`config.mk`:
```
export PLATFORM = sky130hd
export DESIGN_NAME = gcd_driver_flat
export DESIGN_NICKNAME = d
export VERILOG_FILES = /design/src/rtl/gcd_driver_if.sv /design/src/rtl/gcd_driver.sv /design/src/flat_wrapper.sv
export SDC_FILE = /design/constraint.sdc
export NUM_CORES = 1
export LEC_CHECK = 0
export CORE_MARGIN = 8
export CORE_UTILIZATION = 44
export DETAILED_ROUTE_END_ITERATION = 10
export PLACE_DENSITY = 0.78
export SLEW_MARGIN = 10
export SYNTH_ARGS = -nofsm -noshare
export SYNTH_HDL_FRONTEND = slang
export SYNTH_SLANG_ARGS = --single-unit
```
`constraint.sdc`:
```
create_clock -name i_clk -period 2.1 [get_ports i_clk]
set_clock_uncertainty 0.15 [all_clocks]
set_input_delay 0.42 -clock i_clk [delete_from_list [all_inputs] [get_ports i_clk]]
set_output_delay 0.42 -clock i_clk [all_outputs]
set_load 0.03 [all_outputs]
```
`src/rtl/gcd_driver_if.sv`:
```
// Operand and result valid/ready streams between the system and gcd_driver.
// The slave modport is the driver's view; master is the operand source / result consumer.
interface gcd_driver_if #(
  parameter int unsigned NBits = 8
);
  logic             in_valid;
  logic             in_ready;
  logic [NBits-1:0] in_x;
  logic [NBits-1:0] in_y;
  logic             out_valid;
  logic             out_ready;
  logic [NBits-1:0] out_gcd;
  logic             out_err;

  modport master (
    output in_valid, in_x, in_y, out_ready,
    input  in_ready, out_valid, out_gcd, out_err
  );

  modport slave (
    input  in_valid, in_x, in_y, out_ready,
    output in_ready, out_valid, out_gcd, out_err
  );
endinterface

```
`src/rtl/gcd_driver.sv`:
```
// Initiator-side sequencer for one iterative GCD core: loads operands, runs the core,
// captures its result (or aborts on timeout) and returns it on a valid/ready stream.
module gcd_driver #(
  parameter int unsigned NBits   = 8,
  parameter int unsigned TIMEOUT = 2 ** NBits + 8,
  parameter int unsigned CW      = $clog2(TIMEOUT + 1)
) (
  input  logic             i_clk,
  input  logic             i_rst_n,
  gcd_driver_if.slave      bus,
  output logic [NBits-1:0] o_gcd_xi,
  output logic [NBits-1:0] o_gcd_yi,
  output logic             o_gcd_start,
  output logic             o_gcd_rst,
  input  logic [NBits-1:0] i_gcd_xo,
  input  logic             i_gcd_rdy
);

  typedef enum logic [2:0] {StIdle, StLoad, StRun, StFlush, StDone} state_e;

  localparam logic [CW-1:0] CntMax = CW'(TIMEOUT - 1);

  state_e           r_state, w_state_nxt;
  logic [NBits-1:0] r_x, w_x;
  logic [NBits-1:0] r_y, w_y;
  logic [CW-1:0]    r_cnt, w_cnt;
  logic [NBits-1:0] r_gcd, w_gcd;
  logic             r_err, w_err;

  always_ff @(posedge i_clk or negedge i_rst_n) begin
    if (!i_rst_n) begin
      r_state <= StIdle;
      r_x     <= '0;
      r_y     <= '0;
      r_cnt   <= '0;
      r_gcd   <= '0;
      r_err   <= 1'b0;
    end else begin
      r_state <= w_state_nxt;
      r_x     <= w_x;
      r_y     <= w_y;
      r_cnt   <= w_cnt;
      r_gcd   <= w_gcd;
      r_err   <= w_err;
    end
  end

  always_comb begin
    w_state_nxt = r_state;
    w_x         = r_x;
    w_y         = r_y;
    w_cnt       = r_cnt;
    w_gcd       = r_gcd;
    w_err       = r_err;
    unique case (r_state)
      StIdle: begin
        if (bus.in_valid) begin
          w_x         = bus.in_x;
          w_y         = bus.in_y;
          w_state_nxt = StLoad;
        end
      end
      StLoad: begin
        w_cnt       = '0;
        w_state_nxt = StRun;
      end
      StRun: begin
        w_cnt = r_cnt + CW'(1);
        // A ready core wins over a timeout landing on the same edge.
        if (i_gcd_rdy) begin
          w_gcd       = i_gcd_xo;
          w_err       = 1'b0;
          w_state_nxt = StDone;
        end else if (r_cnt == CntMax) begin
          w_gcd       = '0;
          w_err       = 1'b1;
          w_state_nxt = StFlush;
        end
      end
      StFlush: w_state_nxt = StDone;
      StDone: begin
        if (bus.out_ready) w_state_nxt = StIdle;
      end
      default: w_state_nxt = StIdle;
    endcase
  end

  // in_ready is gated by rst_n so nothing appears acceptable while reset is held.
  assign bus.in_ready  = i_rst_n & (r_state == StIdle);
  assign bus.out_valid = (r_state == StDone);
  assign bus.out_gcd   = r_gcd;
  assign bus.out_err   = r_err;

  assign o_gcd_xi    = r_x;
  assign o_gcd_yi    = r_y;
  assign o_gcd_start = (r_state == StRun);
  assign o_gcd_rst   = ~i_rst_n | (r_state == StFlush);

endmodule

```
`src/flat_wrapper.sv`:
```
// flat-port wrapper written by rule: the top's interface ports become plain ports
module gcd_driver_flat 
#(
  parameter int unsigned NBits   = 8,
  parameter int unsigned TIMEOUT = 2 ** NBits + 8,
  parameter int unsigned CW      = $clog2(TIMEOUT + 1)
)
  (i_clk, i_rst_n, o_gcd_xi, o_gcd_yi, o_gcd_start, o_gcd_rst, i_gcd_xo, i_gcd_rdy, bus_in_valid, bus_in_x, bus_in_y, bus_out_ready, bus_in_ready, bus_out_valid, bus_out_gcd, bus_out_err);
  gcd_driver_if #(.NBits(NBits)) bus_i ();
  input  logic i_clk;
  input  logic i_rst_n;
  output logic [NBits-1:0] o_gcd_xi;
  output logic [NBits-1:0] o_gcd_yi;
  output logic o_gcd_start;
  output logic o_gcd_rst;
  input  logic [NBits-1:0] i_gcd_xo;
  input  logic i_gcd_rdy;
  input wire logic [$bits(bus_i.in_valid)-1:0] bus_in_valid;
  input wire logic [$bits(bus_i.in_x)-1:0] bus_in_x;
  input wire logic [$bits(bus_i.in_y)-1:0] bus_in_y;
  input wire logic [$bits(bus_i.out_ready)-1:0] bus_out_ready;
  output wire logic [$bits(bus_i.in_ready)-1:0] bus_in_ready;
  output wire logic [$bits(bus_i.out_valid)-1:0] bus_out_valid;
  output wire logic [$bits(bus_i.out_gcd)-1:0] bus_out_gcd;
  output wire logic [$bits(bus_i.out_err)-1:0] bus_out_err;
  assign bus_i.in_valid = bus_in_valid;
  assign bus_i.in_x = bus_in_x;
  assign bus_i.in_y = bus_in_y;
  assign bus_i.out_ready = bus_out_ready;
  assign bus_in_ready = bus_i.in_ready;
  assign bus_out_valid = bus_i.out_valid;
  assign bus_out_gcd = bus_i.out_gcd;
  assign bus_out_err = bus_i.out_err;
  gcd_driver #(.NBits(NBits), .TIMEOUT(TIMEOUT), .CW(CW)) u_core (.i_clk(i_clk), .i_rst_n(i_rst_n), .bus(bus_i), .o_gcd_xi(o_gcd_xi), .o_gcd_yi(o_gcd_yi), .o_gcd_start(o_gcd_start), .o_gcd_rst(o_gcd_rst), .i_gcd_xo(i_gcd_xo), .i_gcd_rdy(i_gcd_rdy));
endmodule
```
==> run_results.csv, run 1 <==
group,metric,value,unit
run_status,status,"finished clean",
finish,drive_gt1_share,18.7,%
die,die_h,77.4,um
timing,max_freq,495,MHz
global_route,grt_max_degree,39,
cts,cts.path.max_buffers,2,
synthesis,synth-xor-area-share,0,%
global_route,grt_pass1_wl,7.38,mm
synthesis,synth_compound_area_share,11.2,%
route,ant_nets,0,
power_and_ir_drop,ir_drop,0.000868,V
synthesis,synth-seq-cells,37,
finish,fillCellCount,295,
die,ios,58,
placed_design,dp_hpwl,3.08,mm
critical_path,worstSetupPathType,"flop to primary output",
cts,cts_tree,"yes",
placed_design,pre_cts_slack,0.133,ns
synthesis,yosys.area_share.simple,14.7,%
critical_path,cpPeakStageDelay,0.47,ns
route,wl,4.23,mm
route,first_pass_iters,4,
synthesis,synth_top_area_share,55.8,%
timing,setup_viol,0,
die,fp.coreArea,3630,sq um
finish,n_antenna_cell,0,
global_route,grt_overflow,0,
route,wl_per_cell,16.9,um
die,dieArea,5990,sq um
power_and_ir_drop,powerDensity,1510,nW/um^2
die,initial_utilization,45.6,%
critical_path,worstPathArrival,1.45,ns
timing,fin_tns_setup,0,ns
worst_hold_path,hold_path.class,"input pin to async pin",
timing,report.final.slew_viol_count,0,
route,vias,1350,
placed_design,dpl.cell_count,241,
critical_path,critPathSlowestCell,"dfrtp_1",
synthesis,synth.area.top_cells,"dfrtp_1 (56%), mux2_2 (11%), a22oi_1 (3.6%), nand2b_1 (3.4%), mux2i_1 (3.0%)",
timing,worst_pin_slew,0.454,ns
timing,rsz0062_at_grt,"false",
die,rows,22,
placed_design,routabilityCongestion,0.760,
job,maxCapViolCount,0,
timing,maxSlewHeadroom,69.6,%
critical_path,crit_path_end_kind,"primary output",
synthesis,synthCells,138,
synthesis,yosys_warnings,0,
route,drc,0,
finish,nets,232,
cts,cts_made_buffers,5,
finish,areaGrowthSynthToFinish,45.6,%
synthesis,yosysUniqueCellTypes,31,
cts,cts_hold_buf,0,
placed_design,port_buffers,57,
synthesis,syn_nets,168,
cts,clock_latency,0.28,ns
synthesis,netlist_area,1660,sq um
synthesis,synthMostInstantiatedCell,"dfrtp_1",
global_route,grt_pass1_vias,1405,
synthesis,synth_edf_count,0,
power_and_ir_drop,p_leak,1.05,nW
critical_path,critPathLaunchType,"flop",
cts,cts_htree_levels,2,
route,drtIter0Drc,51,
synthesis,seq_area_frac_synth,55.8,%
critical_path,critPathTopFamily,"flip-flops",
synthesis,synth.mux.area_fraction,13.9,%
synthesis,synth_commonest_cells,"dfrtp_1 (37), mux2_2 (16), nand2_1 (10), o21ai_0 (10), nand2b_1 (9)",
cts,ctsRootBufferMaster,"clkbuf_8",
timing,period_share,96.2,%
critical_path,crit_fanout,9,
critical_path,crit_required,1.53,ns
synthesis,ys_async_sr_fraction,100,%
global_route,antenna_found_initial,0,
synthesis,synth_top_family_by_area,"simple AND/OR/NAND/NOR gates",
synthesis,ys.flop_type,"dfrtp_1",
critical_path,worstPathCellList,"or3b_4 -> inv_1 -> buf_12",
synthesis,avgSynthCellArea,12.0,sq um
global_route,grt_util_all_layers,14.9,%
critical_path,path_buf_inv,2,
timing,finalCriticalPeriod,2.02,ns
synthesis,synthAdderAreaFrac,0.755,%
timing,hold_violations,0,
finish,stdcell_count,251,
cts,clkSinkCount,37,
timing,setup_ws,0.0796,ns
route,viasPerCell,5.38,
synthesis,synth_top_area_cell,"dfrtp_1",
cts,path_clk_slew,0.07,ns
die,dieWidth,77.4,um
==> layout make-up <==
cell class                 count  area (sq um)  area share (%)
clock buffer                   7          96.3            3.99
clock inverter                 1          5.00           0.207
inverter                       4          15.0           0.622
multi-input combinational     91           682            28.3
sequential                    37           926            38.4
tap                           48          60.1            2.49
timing repair buffer          63           629            26.1
==> state kept, by name, indices dropped and copies added (netlist names) <==
signal              count
u_core.bus.out_err      1
u_core.bus.out_gcd      8
u_core.o_gcd_xi         8
u_core.o_gcd_yi         8
u_core.r_cnt            9
u_core.r_state          3
==> report_power, final <==
part | switching (mW) | total [mW] | leakage (nW) | internal (mW)
registers | 0.223 | 1.22 | 0.442 | 1.00
clock network | 0.240 | 0.537 | 0.0542 | 0.296
logic | 0.988 | 1.88 | 0.549 | 0.888
total | 1.45 | 3.64 | 1.05 | 2.19
==> logic make-up (layout without fill, tap and decap cells) <==
kind of cell / Yosys count / in the layout
AO/OA/AOI/OAI: 27 / 27
flip-flops: 37 / 37
adder cells (fa/ha/maj): 1 / 1
multiplexers: 21 / 21
AND/OR/NAND/NOR: 41 / 42
buffers and inverters: 11 / 75
==> worst paths after layout <==
check	start	endpoint	slack, ns	cells after the start
worst max register to register	u_core.r_cnt[4]$_DFFE_PN0P_	u_core.bus.out_gcd[1]$_DFFE_PN0P_	0.24	3
min in group i_clk	u_core.o_gcd_yi[6]$_DFFE_PN0P_	u_core.o_gcd_yi[6]$_DFFE_PN0P_	0.35	1
worst max-delay path	u_core.r_state[2]$_DFFE_PN0P_	o_gcd_start	0.08	3
worst min register to register	u_core.o_gcd_yi[6]$_DFFE_PN0P_	u_core.o_gcd_yi[6]$_DFFE_PN0P_	0.35	1
max in group asynchronous	i_rst_n	u_core.bus.out_gcd[7]$_DFFE_PN0P_	1.44	2
worst min-delay path	i_rst_n	u_core.o_gcd_yi[6]$_DFFE_PN0P_	0.05	2
==> layout by cell type (no fill, tap or decap), drive strengths merged, types with 2 or more instances in the layout <==
| cell | n |
|---|---|
| buf | 9 |
| o41ai | 3 |
| o21ai | 10 |
| mux2 | 16 |
| nor2 | 3 |
| nand4 | 3 |
| dfrtp | 37 |
| mux2i | 5 |
| clkbuf | 7 |
| inv | 4 |
| a22oi | 8 |
| or3b | 3 |
| nand3 | 3 |
| and3 | 2 |
| clkdlybuf4s50 | 52 |
| nand2b | 9 |
| o311ai | 2 |
| nand2 | 10 |
| nor3 | 2 |
| and2 | 2 |
==> worst reg2reg max path, stage by stage (launching register included) <==
cell and delay [ns]:
dfrtp_1 0.45, or4_4 0.55, nor2_1 0.39, o21ai_0 0.17
==> layer usage <==
metal	vias to the layer above	track usage, %	wire (um)
li1	638	-	-
met4	0	3.96	36
met3	4	6.68	353
met5	-	0	0
met1	654	17.4	1850
met2	54	24.3	1990
==> repair_timing <==
item                       4_1_cts  5_1_grt
pin swaps                        1        0
setup endpoints to repair        3        1
setup buffers                    1        0
cloned                           1        0
gates resized for setup          2        1
==> per-stage QoR <==
stage / utilization [%] / power [mW] / hold WS, ns / cell area (sq um)
after CTS: 66.4 / 3.68 / 0.0574 / 2410
final: 66.4 / 3.64 / 0.0465 / 2410
after global placement: 63.2 / 3.03 / 0.323 / 2300
after floorplan: - / 2.32 / -0.0256 / 1660
after global routing: 66.4 / 3.86 / 0.0708 / 2410
after detailed placement: 63.2 / 3.11 / 0.345 / 2300
Power figures use the tool's default switching activity.
==> run 2, diff against run 1 <==
--- a/config.mk
+++ b/config.mk
@@ -5,11 +5,12 @@
 export SDC_FILE = /design/constraint.sdc
 export NUM_CORES = 1
 export LEC_CHECK = 0
+export CAP_MARGIN = 20
 export CORE_MARGIN = 8
 export CORE_UTILIZATION = 44
 export DETAILED_ROUTE_END_ITERATION = 10
 export PLACE_DENSITY = 0.78
-export SLEW_MARGIN = 10
+export RECOVER_POWER = 100
 export SYNTH_ARGS = -nofsm -noshare
 export SYNTH_HDL_FRONTEND = slang
 export SYNTH_SLANG_ARGS = --single-unit
==> run_results.csv, run 2 (synthesis results as in run 1) <==
group,metric,value,unit
placed_design,port_buffers,57,
critical_path,critPathLaunchType,"flop",
cts,cts_htree_levels,2,
cts,cts.path.max_buffers,2,
die,dieWidth,77.4,um
die,rows,22,
finish,stdcell_count,251,
timing,worst_pin_slew,0.456,ns
global_route,grt_max_degree,39,
die,initial_utilization,45.6,%
route,wl_per_cell,16.9,um
die,die_h,77.4,um
placed_design,pre_cts_slack,0.133,ns
global_route,grt_pass1_vias,1405,
die,ios,58,
critical_path,crit_required,1.53,ns
finish,drive_gt1_share,16.7,%
finish,largest_register_ffs,9,
placed_design,dp_hpwl,3.08,mm
power_and_ir_drop,powerDensity,1470,nW/um^2
critical_path,critPathTopFamily,"flip-flops",
cts,clkSinkCount,37,
critical_path,cpPeakStageDelay,0.47,ns
die,dieArea,5990,sq um
cts,cts_made_buffers,5,
finish,areaGrowthSynthToFinish,43.7,%
global_route,grt_overflow,0,
cts,cts_hold_buf,0,
timing,hold_violations,0,
route,vias,1351,
critical_path,crit_path_end_kind,"primary output",
cts,ctsRootBufferMaster,"clkbuf_8",
route,first_pass_iters,4,
timing,period_share,95.9,%
timing,report.final.slew_viol_count,0,
route,drc,0,
critical_path,rrSetupSlack,0.16,ns
job,maxCapViolCount,0,
power_and_ir_drop,ir_drop,0.000840,V
timing,fin_tns_setup,0,ns
placed_design,routabilityCongestion,0.760,
die,fp.coreArea,3630,sq um
global_route,grt_util_all_layers,14.9,%
finish,largest_register,"u_core.r_cnt",
cts,path_clk_slew,0.07,ns
cts,cts_tree,"yes",
finish,utilization,65.6,%
power_and_ir_drop,power,3.49,mW
critical_path,worstSetupPathType,"flop to primary output",
route,drtIter0Drc,50,
critical_path,worstPathArrival,1.44,ns
worst_hold_path,hold_path.class,"input pin to async pin",
timing,setup_ws,0.0851,ns
finish,mostFrequentLayoutCell,"dfrtp_1",
timing,maxSlewHeadroom,69.5,%
route,ant_nets,0,
timing,max_freq,496,MHz
route,viasPerCell,5.38,
timing,rsz0062_at_grt,"false",
power_and_ir_drop,p_leak,1.03,nW
finish,n_antenna_cell,0,
critical_path,critPathSlowestCell,"dfrtp_1",
cts,clock_latency,0.29,ns
critical_path,path_buf_inv,2,
global_route,grt_pass1_wl,7.38,mm
timing,finalCriticalPeriod,2.01,ns
finish,layout_common_cells,"dfrtp_1 (37), clkdlybuf4s50_1 (27), dlygate4sd3_1 (25)",
placed_design,dpl.cell_count,241,
timing,setup_viol,0,
route,wl,4.24,mm
global_route,antenna_found_initial,0,
finish,nets,232,
critical_path,worstPathCellList,"or3b_4 -> inv_1 -> buf_12",
critical_path,crit_fanout,9,
run_status,status,"finished clean",
run 2: per-stage QoR:
stage / instance area, sq um / hold slack (ns)
2_1_floorplan: 1660 / -0.0256
3_3_place_gp: 2300 / 0.323
3_5_place_dp: 2300 / 0.345
4_1_cts: 2410 / 0.0574
5_1_grt: 2380 / 0.113
6_report: 2380 / 0.0967
run 2: area by class of cell:
type                    count  area (sq um)
fillers                   298          1250
flip-flops and latches     37           926
multi-input cells          91           673
repair buffers             63           607
clock buffers               7          96.3
well taps                  48          60.1
inverters                   4          15.0
clock inverters             1          5.00
run 2: worst paths after layout:
check / startpoint / endpoint / depth (start not counted)
setup / recovery: u_core.r_state[2]$_DFFE_PN0P_ / o_gcd_start / 3
hold / removal: i_rst_n / u_core.o_gcd_yi[6]$_DFFE_PN0P_ / 2
setup reg to reg: u_core.r_state[2]$_DFFE_PN0P_ / u_core.r_cnt[6]$_DFFE_PN0P_ / 4
hold reg to reg: u_core.o_gcd_yi[6]$_DFFE_PN0P_ / u_core.o_gcd_yi[6]$_DFFE_PN0P_ / 1
max in group asynchronous: i_rst_n / u_core.bus.out_gcd[7]$_DFFE_PN0P_ / 2
min in group i_clk: u_core.o_gcd_yi[6]$_DFFE_PN0P_ / u_core.o_gcd_yi[6]$_DFFE_PN0P_ / 1
run 2: worst reg2reg max path, stage by stage, from the launching register on:
cell,delay [ns]
dfrtp_1,0.47
or3b_4,0.44
clkbuf_2,0.22
o311ai_0,0.40
o41ai_1,0.14
run 2: routing by layer:
metal,track usage [%],wire length (um)
met1,17.4,1830
met2,24.3,1970
met3,6.68,396
met4,3.96,36
met5,0,0
run 2: repair_timing:
action,in CTS,in global routing
endpoints found under the hold margin,0,0
pin swaps,1,0
resized for setup,2,1
buffers inserted,1,0
gates cloned,1,0
endpoints found under the setup margin,3,1
run 2: where the power goes:
group	internal (mW)	switching (mW)	total (mW)	leakage, nW
sequential	1.00	0.210	1.21	0.442
clock	0.296	0.241	0.537	0.0542
combinational	0.765	0.981	1.75	0.530
==> run 3, diff against run 2 <==
--- a/config.mk
+++ b/config.mk
@@ -6,11 +6,14 @@
 export NUM_CORES = 1
 export LEC_CHECK = 0
 export CAP_MARGIN = 20
+export CELL_PAD_IN_SITES_DETAIL_PLACEMENT = 1
+export CELL_PAD_IN_SITES_GLOBAL_PLACEMENT = 1
 export CORE_MARGIN = 8
-export CORE_UTILIZATION = 44
+export CORE_UTILIZATION = 34
 export DETAILED_ROUTE_END_ITERATION = 10
-export PLACE_DENSITY = 0.78
+export PLACE_DENSITY_LB_ADDON = 0.12
 export RECOVER_POWER = 100
+export SLEW_MARGIN = 20
 export SYNTH_ARGS = -nofsm -noshare
 export SYNTH_HDL_FRONTEND = slang
 export SYNTH_SLANG_ARGS = --single-unit
==> run_results.csv, run 3 (synthesis results as in run 1) <==
group,metric,value,unit
global_route,grt_pass1_vias,1461,
power_and_ir_drop,ir_drop,0.000784,V
worst_hold_path,hold_path.class,"input pin to async pin",
finish,layout_common_cells,"dfrtp_1 (37), clkdlybuf4s50_1 (26), dlygate4sd3_1 (26)",
route,viasPerCell,4.92,
global_route,grt_util_all_layers,12.8,%
run_status,status,"finished clean",
global_route,grt_overflow,0,
route,first_pass_iters,4,
timing,whs,0.0650,ns
route,drc,0,
power_and_ir_drop,power.share.clock,19.7,%
power_and_ir_drop,powerDensity,1510,nW/um^2
critical_path,crit_path_end_kind,"primary output",
placed_design,pre_cts_slack,0.134,ns
finish,multi_input_area,668,sq um
timing,report.final.slew_viol_count,0,
finish,drive_gt1_share,18.4,%
placed_design,dpl.cell_count,263,
power_and_ir_drop,swShare,39.5,%
timing,rsz0062_at_grt,"false",
timing,setup_viol,0,
cts,cts_htree_levels,2,
finish,largest_register_ffs,9,
placed_design,dp_hpwl,3.46,mm
critical_path,worstPathArrival,1.46,ns
cts,clkSinkCount,37,
timing,finalCriticalPeriod,2.03,ns
power_and_ir_drop,comb_power_share,48.0,%
route,vias,1343,
timing,hold_violations,0,
cts,ctsRootBufferMaster,"clkbuf_8",
critical_path,worstSetupPathType,"flop to primary output",
critical_path,critPathLaunchType,"flop",
power_and_ir_drop,p_leak,1.05,nW
global_route,grt_max_degree,39,
die,rows,25,
die,dieArea,7370,sq um
route,ant_nets,0,
power_and_ir_drop,switchingPower,1.46,mW
finish,nets,235,
power_and_ir_drop,power,3.70,mW
die,die_h,85.8,um
global_route,antenna_found_initial,0,
finish,fillCellCount,513,
critical_path,worstRegToRegCells,6,
job,maxCapViolCount,0,
finish,mostFrequentLayoutCell,"dfrtp_1",
timing,maxSlewHeadroom,67.6,%
finish,stdcell_count,273,
die,fp.coreArea,4720,sq um
power_and_ir_drop,internal_power,2.24,mW
finish,areaGrowthSynthToFinish,47.5,%
finish,n_antenna_cell,0,
finish,seqCellArea,926,sq um
cts,cts.path.max_buffers,2,
die,initial_utilization,35.1,%
global_route,grt_pass1_wl,7.60,mm
placed_design,routabilityCongestion,0.731,
cts,cts_made_buffers,5,
critical_path,rrSetupSlack,0.10,ns
cts,clock_latency,0.29,ns
die,dieWidth,85.8,um
timing,setup_ws,0.0665,ns
cts,cts_hold_buf,0,
timing,max_freq,492,MHz
route,wl,4.59,mm
finish,largest_register,"u_core.r_cnt",
placed_design,port_buffers,57,
timing,period_share,96.8,%
timing,fin_tns_setup,0,ns
timing,worst_pin_slew,0.486,ns
critical_path,crit_fanout,7,
cts,path_clk_slew,0.07,ns
cts,cts_tree,"yes",
power_and_ir_drop,p_seq_share,32.2,%
die,ios,58,
route,drtIter0Drc,31,
route,wl_per_cell,16.8,um
critical_path,crit_required,1.53,ns
[run 3: cell types whose count changed in the layout (fill, tap and decap cells not counted), sizes merged]
cell           previous run  this run
buf                       5         8
clkbuf                   11        10
or3b                      3         2
bufinv                    0         2
dlygate4sd3              25        26
clkdlybuf4s15             1         0
dlygate4sd2               1         2
clkdlybuf4s50            27        26
[run 3: layer usage]
metal | track usage, % | share of wire [%] | up-vias | wire, um
li1 | - | - | 633 | -
met1 | 13.8 | 42 | 665 | 1930
met2 | 23.2 | 51 | 40 | 2340
met3 | 4.49 | 6.1 | 5 | 280
met4 | 3.34 | 0.96 | 0 | 44
met5 | 0 | 0 | - | 0
[run 3: final timing paths]
check	startpoint	endpoint
setup reg to reg	u_core.r_state[2]$_DFFE_PN0P_	u_core.r_cnt[6]$_DFFE_PN0P_
max in group asynchronous	i_rst_n	u_core.bus.out_gcd[1]$_DFFE_PN0P_
hold / removal	i_rst_n	u_core.o_gcd_yi[6]$_DFFE_PN0P_
min in group i_clk	u_core.o_gcd_xi[2]$_DFFE_PN0P_	u_core.o_gcd_xi[2]$_DFFE_PN0P_
hold reg to reg	u_core.o_gcd_xi[2]$_DFFE_PN0P_	u_core.o_gcd_xi[2]$_DFFE_PN0P_
setup / recovery	u_core.r_state[2]$_DFFE_PN0P_	o_gcd_start
[run 3: critical path, cell delays in order (launching register included)]
cell,delay [ns]
dfrtp_1,0.38
buf_4,0.16
or3b_4,0.42
inv_2,0.07
buf_4,0.15
[run 3: cell type report]
type,instances,area share [%]
Sequential cell,37,37.9
Multi-Input combinational cell,90,27.3
Timing Repair Buffer,67,25.3
Tap cell,67,3.43
Clock buffer,5,2.81
Clock inverter,3,2.66
Inverter,4,0.614
[run 3: power groups by stage]
| stage | sequential [mW] | combinational [mW] | clock [mW] |
|---|---|---|---|
| 5_1_grt | 1.24 | 1.90 | 0.776 |
| 3_5_place_dp | 1.22 | 1.95 | 0 |
| 6_report | 1.19 | 1.78 | 0.729 |
| 4_1_cts | 1.21 | 1.97 | 0.747 |
| 3_3_place_gp | 1.19 | 1.89 | 0 |
| 2_1_floorplan | 1.67 | 0.645 | 0 |
[run 3: per-stage QoR]
step                area [sq um]  util [%]
floorplan                   1660         -
global placement            2340      49.6
detailed placement          2340      49.6
CTS                         2490      52.7
global route                2450      51.8
finish                      2450      51.8
[run 3: repair_timing]
item / 4_1_cts / 5_1_grt
endpoints found under the setup margin: 3 / 0
gates resized for setup: 3 / 0
buffers inserted: 2 / 0
